==> config.mk <==
export PLATFORM = sky130hd
export DESIGN_NAME = bram_stream_loader_flat
export DESIGN_NICKNAME = d
export VERILOG_FILES = /design/src/rtl/bram_stream_loader_pkg.sv /design/src/rtl/bram_stream_loader_if.sv /design/src/rtl/bram_stream_loader_byte_packer.sv /design/src/rtl/bram_stream_loader.sv /design/src/flat_wrapper.sv
export SDC_FILE = /design/constraint.sdc
export NUM_CORES = 1
export LEC_CHECK = 0
export CORE_MARGIN = 4
export CORE_UTILIZATION = 50
export DETAILED_ROUTE_END_ITERATION = 6
export HOLD_SLACK_MARGIN = 0.02
export MAX_ROUTING_LAYER = met4
export PLACE_DENSITY_LB_ADDON = 0.25
export SLEW_MARGIN = 5
export SYNTH_ARGS = -nofsm -noshare
export SYNTH_HDL_FRONTEND = slang
export SYNTH_SLANG_ARGS = --single-unit
==> constraint.sdc <==
create_clock -name clk -period 5.7 [get_ports clk]
set_input_delay 0.855 -clock clk [delete_from_list [all_inputs] [get_ports clk]]
set_output_delay 0.855 -clock clk [all_outputs]
set_load 0.02 [all_outputs]
==> src/rtl/bram_stream_loader_pkg.sv <==
// Shared types and helpers for the byte-stream to 32-bit BRAM loader.
// Holds the FSM encoding, word geometry and lane-mask helpers.
package bram_stream_loader_pkg;

    localparam int unsigned WORD_W     = 32;
    localparam int unsigned BYTE_LANES = 4;
    localparam int unsigned LANE_IDX_W = 2;

    typedef enum logic [2:0] {
        ST_IDLE,
        ST_COLLECT,
        ST_ACCESS,
        ST_COMPARE,
        ST_DONE
    } state_e;

    // Filled-lane count (0..4) to per-byte write enable.
    function automatic logic [BYTE_LANES-1:0] lane_mask(input logic [2:0] filled);
        logic [BYTE_LANES-1:0] m;
        case (filled)
            3'd0:    m = 4'b0000;
            3'd1:    m = 4'b0001;
            3'd2:    m = 4'b0011;
            3'd3:    m = 4'b0111;
            default: m = 4'b1111;
        endcase
        return m;
    endfunction

    function automatic logic [WORD_W-1:0] bit_mask(input logic [BYTE_LANES-1:0] we);
        logic [WORD_W-1:0] m;
        m = '0;
        for (int k = 0; k < int'(BYTE_LANES); k++) begin
            m[8*k +: 8] = {8{we[k]}};
        end
        return m;
    endfunction

endpackage

==> src/rtl/bram_stream_loader_if.sv <==
// Stream input and BRAM port bundle; master is the loader side.
interface bram_stream_loader_if #(
    parameter int unsigned ADDR_WIDTH = 12
) ();
    logic [7:0]            s_data;
    logic                  s_valid;
    logic                  s_ready;
    logic                  bram_clken;
    logic [ADDR_WIDTH-1:0] bram_addr;
    logic [3:0]            bram_we;
    logic [31:0]           bram_wdata;
    logic [31:0]           bram_rdata;

    modport master (
        input  s_data, s_valid, bram_rdata,
        output s_ready, bram_clken, bram_addr, bram_we, bram_wdata
    );

    modport slave (
        output s_data, s_valid, bram_rdata,
        input  s_ready, bram_clken, bram_addr, bram_we, bram_wdata
    );
endinterface

==> src/rtl/bram_stream_loader_byte_packer.sv <==
// Little-endian byte-to-word assembly: lane counter, word register and fill mask.
module bram_stream_loader_byte_packer
    import bram_stream_loader_pkg::*;
(
    input  logic                  clk,
    input  logic                  rst_n,
    input  logic                  clr,
    input  logic                  push,
    input  logic [7:0]            data,
    output logic [WORD_W-1:0]     word_c,
    output logic [BYTE_LANES-1:0] mask_c,
    output logic                  full_c
);

    logic [LANE_IDX_W-1:0] lane_q, lane_d;
    logic [WORD_W-1:0]     word_q, word_d;

    // Word and mask as they stand including the byte being pushed this cycle.
    always_comb begin
        word_c = word_q;
        for (int k = 0; k < int'(BYTE_LANES); k++) begin
            if (push && (lane_q == LANE_IDX_W'(k))) begin
                word_c[8*k +: 8] = data;
            end
        end
        mask_c = lane_mask(3'(lane_q) + 3'(push));
        full_c = push && (lane_q == LANE_IDX_W'(BYTE_LANES - 1));
    end

    always_comb begin
        lane_d = lane_q;
        word_d = word_q;
        if (clr) begin
            lane_d = '0;
            word_d = '0;
        end else if (push) begin
            lane_d = lane_q + LANE_IDX_W'(1);
            word_d = word_c;
        end
    end

    always_ff @(posedge clk or negedge rst_n) begin
        if (!rst_n) begin
            lane_q <= '0;
            word_q <= '0;
        end else begin
            lane_q <= lane_d;
            word_q <= word_d;
        end
    end

endmodule

==> src/rtl/bram_stream_loader.sv <==
// Packs a byte stream into 32-bit BRAM words (write or read-back verify),
// keeping a running checksum and reporting done/error.
module bram_stream_loader
    import bram_stream_loader_pkg::*;
#(
    parameter int unsigned ADDR_WIDTH = 12,
    parameter int unsigned LEN_WIDTH  = 14
) (
    input  logic                  clk,
    input  logic                  rst_n,
    input  logic                  start,
    input  logic                  abort,
    input  logic                  verify,
    input  logic [ADDR_WIDTH-1:0] base_addr,
    input  logic [LEN_WIDTH-1:0]  byte_count,
    bram_stream_loader_if.master  bus,
    output logic                  busy,
    output logic                  done,
    output logic                  error,
    output logic [WORD_W-1:0]     checksum
);

    state_e                state_q, state_d;
    logic [ADDR_WIDTH-1:0] addr_q, addr_d;
    logic [LEN_WIDTH-1:0]  remaining_q, remaining_d;
    logic                  verify_q, verify_d;
    logic [WORD_W-1:0]     word_q, word_d;
    logic [BYTE_LANES-1:0] mask_q, mask_d;
    logic                  s_ready_q, s_ready_d;
    logic                  clken_q, clken_d;
    logic [BYTE_LANES-1:0] we_q, we_d;
    logic [WORD_W-1:0]     wdata_q, wdata_d;
    logic [ADDR_WIDTH-1:0] bram_addr_q, bram_addr_d;
    logic                  busy_q, busy_d;
    logic                  done_q, done_d;
    logic                  error_q, error_d;
    logic [WORD_W-1:0]     checksum_q, checksum_d;

    logic                  accept_c, last_c, mismatch_c, pk_clr;
    logic [WORD_W-1:0]     pk_word;
    logic [BYTE_LANES-1:0] pk_mask;
    logic                  pk_full;

    assign accept_c   = bus.s_valid & s_ready_q;
    assign last_c     = (remaining_q == LEN_WIDTH'(1));
    assign mismatch_c = |((bus.bram_rdata ^ word_q) & bit_mask(mask_q));

    bram_stream_loader_byte_packer u_packer (
        .clk    (clk),
        .rst_n  (rst_n),
        .clr    (pk_clr),
        .push   (accept_c),
        .data   (bus.s_data),
        .word_c (pk_word),
        .mask_c (pk_mask),
        .full_c (pk_full)
    );

    // Next-state and registered-output logic.
    always_comb begin
        state_d     = state_q;
        addr_d      = addr_q;
        remaining_d = remaining_q;
        verify_d    = verify_q;
        word_d      = word_q;
        mask_d      = mask_q;
        bram_addr_d = bram_addr_q;
        clken_d     = 1'b0;
        we_d        = '0;
        wdata_d     = '0;
        error_d     = error_q;
        checksum_d  = checksum_q;
        pk_clr      = 1'b0;

        case (state_q)
            ST_IDLE: begin
                if (start) begin
                    addr_d      = base_addr;
                    remaining_d = byte_count;
                    verify_d    = verify;
                    error_d     = 1'b0;
                    checksum_d  = '0;
                    pk_clr      = 1'b1;
                    state_d     = (byte_count == '0) ? ST_DONE : ST_COLLECT;
                end
            end
            ST_COLLECT: begin
                if (accept_c) begin
                    remaining_d = remaining_q - LEN_WIDTH'(1);
                    if (pk_full || last_c) begin
                        word_d      = pk_word;
                        mask_d      = pk_mask;
                        pk_clr      = 1'b1;
                        clken_d     = 1'b1;
                        bram_addr_d = addr_q;
                        we_d        = verify_q ? '0 : pk_mask;
                        wdata_d     = verify_q ? '0 : pk_word;
                        state_d     = ST_ACCESS;
                    end
                end
            end
            ST_ACCESS: begin
                checksum_d = checksum_q + word_q;
                addr_d     = addr_q + ADDR_WIDTH'(1);
                if (verify_q) begin
                    state_d = ST_COMPARE;
                end else begin
                    state_d = (remaining_q == '0) ? ST_DONE : ST_COLLECT;
                end
            end
            ST_COMPARE: begin
                if (mismatch_c) begin
                    error_d = 1'b1;
                end
                state_d = (remaining_q == '0) ? ST_DONE : ST_COLLECT;
            end
            ST_DONE: begin
                state_d = ST_IDLE;
            end
            default: begin
                state_d = ST_IDLE;
            end
        endcase

        // Abort suppresses any pending access; an access already on the port still counts.
        if (abort && (state_q != ST_IDLE)) begin
            state_d = ST_IDLE;
            clken_d = 1'b0;
            we_d    = '0;
            wdata_d = '0;
            error_d = error_q;
            pk_clr  = 1'b1;
        end

        s_ready_d = (state_d == ST_COLLECT);
        busy_d    = (state_d != ST_IDLE);
        done_d    = (state_d == ST_DONE);
    end

    always_ff @(posedge clk or negedge rst_n) begin
        if (!rst_n) begin
            state_q     <= ST_IDLE;
            addr_q      <= '0;
            remaining_q <= '0;
            verify_q    <= 1'b0;
            word_q      <= '0;
            mask_q      <= '0;
            s_ready_q   <= 1'b0;
            clken_q     <= 1'b0;
            we_q        <= '0;
            wdata_q     <= '0;
            bram_addr_q <= '0;
            busy_q      <= 1'b0;
            done_q      <= 1'b0;
            error_q     <= 1'b0;
            checksum_q  <= '0;
        end else begin
            state_q     <= state_d;
            addr_q      <= addr_d;
            remaining_q <= remaining_d;
            verify_q    <= verify_d;
            word_q      <= word_d;
            mask_q      <= mask_d;
            s_ready_q   <= s_ready_d;
            clken_q     <= clken_d;
            we_q        <= we_d;
            wdata_q     <= wdata_d;
            bram_addr_q <= bram_addr_d;
            busy_q      <= busy_d;
            done_q      <= done_d;
            error_q     <= error_d;
            checksum_q  <= checksum_d;
        end
    end

    assign bus.s_ready    = s_ready_q;
    assign bus.bram_clken = clken_q;
    assign bus.bram_addr  = bram_addr_q;
    assign bus.bram_we    = we_q;
    assign bus.bram_wdata = wdata_q;
    assign busy           = busy_q;
    assign done           = done_q;
    assign error          = error_q;
    assign checksum       = checksum_q;

endmodule

==> src/flat_wrapper.sv <==
// flat-port wrapper written by rule: the top's interface ports become plain ports
module bram_stream_loader_flat import bram_stream_loader_pkg::*;
#(
    parameter int unsigned ADDR_WIDTH = 12,
    parameter int unsigned LEN_WIDTH  = 14
)
  (clk, rst_n, start, abort, verify, base_addr, byte_count, busy, done, error, checksum, bus_s_data, bus_s_valid, bus_bram_rdata, bus_s_ready, bus_bram_clken, bus_bram_addr, bus_bram_we, bus_bram_wdata);
  bram_stream_loader_if #(.ADDR_WIDTH(ADDR_WIDTH)) bus_i ();
  input  logic clk;
  input  logic rst_n;
  input  logic start;
  input  logic abort;
  input  logic verify;
  input  logic [ADDR_WIDTH-1:0] base_addr;
  input  logic [LEN_WIDTH-1:0] byte_count;
  output logic busy;
  output logic done;
  output logic error;
  output logic [WORD_W-1:0] checksum;
  input wire logic [$bits(bus_i.s_data)-1:0] bus_s_data;
  input wire logic [$bits(bus_i.s_valid)-1:0] bus_s_valid;
  input wire logic [$bits(bus_i.bram_rdata)-1:0] bus_bram_rdata;
  output wire logic [$bits(bus_i.s_ready)-1:0] bus_s_ready;
  output wire logic [$bits(bus_i.bram_clken)-1:0] bus_bram_clken;
  output wire logic [$bits(bus_i.bram_addr)-1:0] bus_bram_addr;
  output wire logic [$bits(bus_i.bram_we)-1:0] bus_bram_we;
  output wire logic [$bits(bus_i.bram_wdata)-1:0] bus_bram_wdata;
  assign bus_i.s_data = bus_s_data;
  assign bus_i.s_valid = bus_s_valid;
  assign bus_i.bram_rdata = bus_bram_rdata;
  assign bus_s_ready = bus_i.s_ready;
  assign bus_bram_clken = bus_i.bram_clken;
  assign bus_bram_addr = bus_i.bram_addr;
  assign bus_bram_we = bus_i.bram_we;
  assign bus_bram_wdata = bus_i.bram_wdata;
  bram_stream_loader #(.ADDR_WIDTH(ADDR_WIDTH), .LEN_WIDTH(LEN_WIDTH)) u_core (.clk(clk), .rst_n(rst_n), .start(start), .abort(abort), .verify(verify), .base_addr(base_addr), .byte_count(byte_count), .bus(bus_i), .busy(busy), .done(done), .error(error), .checksum(checksum));
endmodule
==> results.yml <==
setup_path:
  cp_cell_sequence: "or4_1 -> nor2_1 -> nand2_1 -> nor3_2 -> a21oi_2 -> nor3_4 -> buf_4 -> or3_1 -> nor2_1"
  crit_type: "reg2reg"
  cp-startpoint: "u_core.remaining_q[10]$_DFFE_PN0P_"
  slowest_stage: "or3_1"
  slowest_delay_ns: 0.97
  cpMostUsedCell: "nor2_1"
  r2r_start: "u_core.remaining_q[10]$_DFFE_PN0P_"
  crit_family: "simple AND/OR/NAND/NOR gates"
  worstPathMaxFanout: 87
  endpoint_kind: "register"
  crit_arrival_ns: 4.01
  crit_buf_inv: 1
  worstPathRequired_ns: 5.97
  critPathLaunchType: "register"
placed_design:
  gp_congestion: 0.936
  hpwl_mm: 16.5
  io_buffers: 156
drt:
  drcViolationCount: 0
  vias: 7245
  ant_nets: 0
  dr.pass1.iters: 5
  wl_per_cell_um: 17.8
  avgViaCountPerCell: 5.56
  dr.first_iter.drc_count: 376
  drt_wl_total_mm: 23.2
sta:
  timing.final.crit_period_ns: 3.73
  hold_viol: 0
  rsz0062_at_grt: "no"
  clock.fmax_mhz: 268
  setup_viol: 0
  drv_slew: 0
  finalSetupTns_ns: 0
  max_slew_margin: 0.253
  tightestPinTransition_ns: 1.12
  finClkSkew_ns: 0.0116
  period_share: 0.655
yosys:
  synth_edf_count: 0
  syn_area_um2: 9150
  yosys-top-cells-area: "dfrtp_1 (51%), nor2_1 (6.0%), ha_1 (5.6%)"
  synth_area_per_cell_um2: 9.96
  seq_area_frac_synth: 0.506
  yosysUniqueCellTypes: 60
  synth_cells: 918
  yosysTopAreaCellShare: 0.506
  syn_nets: 1032
  synthFlopType: "dfrtp_1"
  yosysWarningCount: 0
  ys_ff_latch: 185
  ys_top_cells_by_count: "dfrtp_1 (185), nor2_1 (147), a21oi_1 (87), o21ai_0 (63), nand2_1 (58)"
  synth-async-reset-ratio: 1.00
  synth_most_common_cell: "dfrtp_1"
  synth_area_leader_cell: "dfrtp_1"
global_route:
  grt_use_total: 0.242
  grt_max_degree: 88
  grt_first_pass_wirelength_mm: 37.6
  grt_pass1_vias: 7185
  grt_overflow_total: 0
  antenna_found_initial: 0
clock_tree:
  postCtsSetupBuffers: 0
  cts_resized: 0
  cts-hold-fix-buffers: 0
  cts-root-buf: "clkbuf_16"
  htree_levels: 4
  clock_latency_ns: 0.44
  cts_buffers: 17
  clk_pin_slew_ns: 0.07
  cts.sinks: 185
  cts_tree: "done"
  clock_path_buffers: 2
power_and_ir_drop:
  power_density_nw_per_um2: 381
  max-vdd-ir-drop_uv: 231
  p_leak_nw: 5.26
  power.total_mw: 4.37
floorplanning:
  die_area_um2: 20500
  core_area_um2: 18000
  die_h_um: 143
  fp.dieW_um: 143
  boundaryPins: 157
  rows: 49
  start_util: 0.509
run_status:
  status: "complete, no violations"
finish:
  nNetsFinal: 1175
  drive_gt1_frac: 0.0633
  diodes: 0
  synthToLayoutAreaGrowth_pct: 25.5
min_path:
  hold_class: "in2async"
run:
  cap_violations: 0
==> sequential cells by signal, indices dropped and copies added (netlist names) <==
signal	count
u_core.busy	1
u_core.bus.bram_clken	1
u_core.bus.bram_wdata	32
u_core.verify_q	1
u_core.checksum	32
u_core.mask_q	4
u_core.u_packer.word_q	32
u_core.error	1
u_core.remaining_q	14
u_core.u_packer.lane_q	2
u_core.bus.bram_addr	12
u_core.state_q	3
u_core.done	1
u_core.bus.s_ready	1
u_core.bus.bram_we	4
u_core.addr_q	12
u_core.word_q	32
==> layout by cell type (no fill, tap or decap), types with 11 or more instances in the layout <==
cell and n:
a21o_1 12, a21oi_1 87, clkbuf_16 17, clkdlybuf4s50_1 155, dfrtp_1 185, ha_1 41
inv_1 11, mux2_2 13, mux2i_1 32, nand2_1 58, nand3_1 31, nand4_1 13
nor2_1 147, nor3_1 17, o21ai_0 63, xnor2_1 47, xor2_1 15
==> through the flow <==
| stage | instances | setup slack [ns] | hold slack, ns | utilization | cell area, um2 |
|---|---|---|---|---|---|
| final | 1303 | 1.97 | 0.385 | 0.639 | 11500 |
| after global routing | 1303 | 1.65 | 0.419 | 0.639 | 11500 |
| after CTS | 1303 | 1.95 | 0.410 | 0.639 | 11500 |
| after detailed placement | 1271 | 1.97 | 0.490 | 0.605 | 10900 |
| after global placement | 1271 | 2.01 | 0.479 | 0.605 | 10900 |
| after floorplan | 918 | 2.72 | 0.459 | - | 9150 |
==> where the power goes <==
part           switching [mW]  total, mW  internal, mW
combinational           0.741       1.28         0.540
clock                   0.536       1.24         0.701
sequential              0.283       1.86          1.57
total                    1.56       4.37          2.81
==> area by class of cell <==
class / count / area, um2
Fill cell: 1475 / 6490
Sequential cell: 185 / 4630
Multi-Input combinational cell: 680 / 4270
Timing Repair Buffer: 165 / 1630
Clock buffer: 17 / 425
Tap cell: 229 / 287
Clock inverter: 15 / 191
Inverter: 12 / 45.0
==> cell families after synthesis <==
logic type               Yosys count  synth area share
multiplexers                      45            0.0510
AO/OA/AOI/OAI                    220             0.143
buffers and inverters             53            0.0274
adder cells (fa/ha/maj)           42            0.0583
XOR/XNOR                          62            0.0594
AND/OR/NAND/NOR                  311             0.155
flip-flops                       185             0.506
==> final timing paths <==
path	end	slack [ns]	cells past startpoint
hold reg to reg	u_core.addr_q[11]$_DFFE_PN0P_	0.50	1
hold / removal	u_core.checksum[23]$_DFFE_PN0P_	0.39	1
setup / recovery	u_core.u_packer.word_q[13]$_DFFE_PN0P_	1.97	9
setup reg to reg	u_core.u_packer.word_q[13]$_DFFE_PN0P_	1.97	9
max in group asynchronous	u_core.checksum[28]$_DFFE_PN0P_	4.04	2
min in group clk	u_core.addr_q[11]$_DFFE_PN0P_	0.50	1
==> layer usage <==
layer | wire, um | global-route usage
met1 | 10500 | 0.332
met2 | 11100 | 0.368
met3 | 1110 | 0.0472
met4 | 449 | 0.0753
met5 | 0 | -
Note: power is estimated with default switching activity, not from simulation.
==> edit (same flow settings) <==
The 5 states of `state_e` get a one-hot encoding in 5 bits.
--- a/src/rtl/bram_stream_loader_pkg.sv
+++ b/src/rtl/bram_stream_loader_pkg.sv
@@ -7,10 +7,10 @@
     localparam int unsigned LANE_IDX_W = 2;
 
-    typedef enum logic [2:0] {
-        ST_IDLE,
-        ST_COLLECT,
-        ST_ACCESS,
-        ST_COMPARE,
-        ST_DONE
+    typedef enum logic [4:0] {
+        ST_IDLE    = 5'b00001,
+        ST_COLLECT = 5'b00010,
+        ST_ACCESS  = 5'b00100,
+        ST_COMPARE = 5'b01000,
+        ST_DONE    = 5'b10000
     } state_e;
 
Function: same outputs for any inputs over 4 cycles, from zero or initial values and one cycle with rst_n low; so few cycles prove little.
==> edit against the unedited design <==
- worst setup slack improved by 35 ps
- power down 21%
- non-clock buffer count down 3
- synthesized area rose by 2.1%
- design area up 1.7%
- routed wire length rose by 3.4%
- synthesized cell count rose by 2.8%
- sequential cell count grew 2
- critical path type unchanged
- critical endpoint is now u_core.mask_q[3]$_DFFE_PN0P_
==> edit: results (changes against the unedited design) <==
GRT
  • Total track usage: 24.0% (-0.25 points)
  • Number of global-route vias before repair: 7,433 (+3.5%)
  • First-pass GRT wire length: 38.0 mm (+0.86%)
  • Largest net degree at the start of global routing: 188 (+110%)

Placed design
  • Final HPWL DP: 17.2 mm (+4.1%)
  • RD Place Congestion: 0.870 (-7.0%)
  • Placed instance area: 11,100 um^2 (+2.0%)

Worst setup path
  • FF-to-FF setup slack: 2000 ps (+40 ps)
  • Worst path slowest cell: nor3_4
  • CP Max Fanout: 71 (-18%)

Detailed routing
  • DRT iter0 DRCs: 444 (+18%)
  • Vias per cell: 5.63 (+1.2%)
  • WL/cell: 18.0 um (+1.1%)
  • 1st-pass router iterations: 6 (+1)

Finish
  • Nets: 1,204 (+2.5%)
  • Share of layout cells above drive strength 1: 5.35% (-0.98 points)

Synthesis
  • Synth area leaders: dfrtp_1 (50%), nor2_1 (6.0%), ha_1 (5.5%)
  • Most common library cells after synthesis: dfrtp_1 (186), nor2_1 (148), a21oi_1 (91)
  • Yosys cell types: 66 (+10%)
  • Sequential share of the synthesized area: 50.1% (-0.49 points)

Outcome
  • Status: finished, final reports clean

Hold path
  • Hold/Removal Path Class: reg2reg

Timing
  • Hold slack: 486 ps (+101 ps)
  • Min cycle time layout: 3700 ps (-35.0 ps)
  • Actual slew at the worst max-slew pin: 1100 ps (-24.3 ps)

Pwr
  • Worst VDD drop: 0.197 mV (-15%)
  • Leakage power: 5.36 nW (+1.9%)
==> edit: cell count changes in the layout (fill, tap and decap cells not counted), sizes merged, moves of 7 or more <==
| cell | before | now |
|---|---|---|
| a21oi | 88 | 95 |
| inv | 17 | 28 |
| o21ai | 68 | 79 |
| nor3 | 20 | 13 |
==> edit: power breakdown <==
group / internal [mW] / total (mW) / switching, mW
clock: 0.673 / 1.22 / 0.549
sequential: 1.45 / 1.57 / 0.113
combinational: 0.242 / 0.683 / 0.441
total: 2.37 / 3.47 / 1.10
==> edit: area by class of cell <==
type	count	area share, %
clock buffer	19	3.79
clock inverter	13	1.34
inverter	21	0.675
multi-input combinational	701	37.8
sequential	187	40.1
tap	229	2.45
timing repair buffer	162	13.9
==> edit: layer usage <==
| metal | track usage (%) | part of all wire, % | vias up |
|---|---|---|---|
| met5 | - | 0 | - |
| met4 | 7.85 | 2.4 | 0 |
| met3 | 3.91 | 4.7 | 36 |
| met2 | 37.7 | 48 | 198 |
| met1 | 32.1 | 44 | 3644 |
| li1 | - | - | 3619 |
==> edit: final timing paths <==
| path | from | endpoint | cells past startpoint |
|---|---|---|---|
| min in group asynchronous | rst_n | u_core.remaining_q[10]$_DFFE_PN0P_ | 2 |
| max in group asynchronous | rst_n | u_core.word_q[8]$_DFFE_PN0P_ | 2 |
| worst min-delay path | u_core.bus.bram_addr[11]$_DFFE_PN0P_ | u_core.bus.bram_addr[11]$_DFFE_PN0P_ | 1 |
| worst max register to register | u_core.state_q[2]$_DFF_PN0_ | u_core.mask_q[3]$_DFFE_PN0P_ | 5 |
| worst min register to register | u_core.bus.bram_addr[11]$_DFFE_PN0P_ | u_core.bus.bram_addr[11]$_DFFE_PN0P_ | 1 |
| worst max-delay path | u_core.state_q[2]$_DFF_PN0_ | u_core.mask_q[3]$_DFFE_PN0P_ | 5 |
==> edit: logic make-up after synthesis <==
family	after synthesis	share of synthesized area (%)
AO/OA/AOI/OAI	246	15.9
XOR/XNOR	57	5.35
adder cells (fa/ha/maj)	42	5.71
buffers and inverters	56	2.71
flip-flops	187	50.1
multiplexers	47	5.21
AND/OR/NAND/NOR	309	15.0
==> edit: per-stage QoR <==
step | std cells | util [%] | power (mW)
global route | 1332 | 64.3 | 3.65
floorplan | 944 | - | 2.01
detailed placement | 1300 | 61.0 | 2.27
finish | 1332 | 64.3 | 3.47
global placement | 1300 | 61.0 | 2.25
CTS | 1332 | 64.3 | 3.48
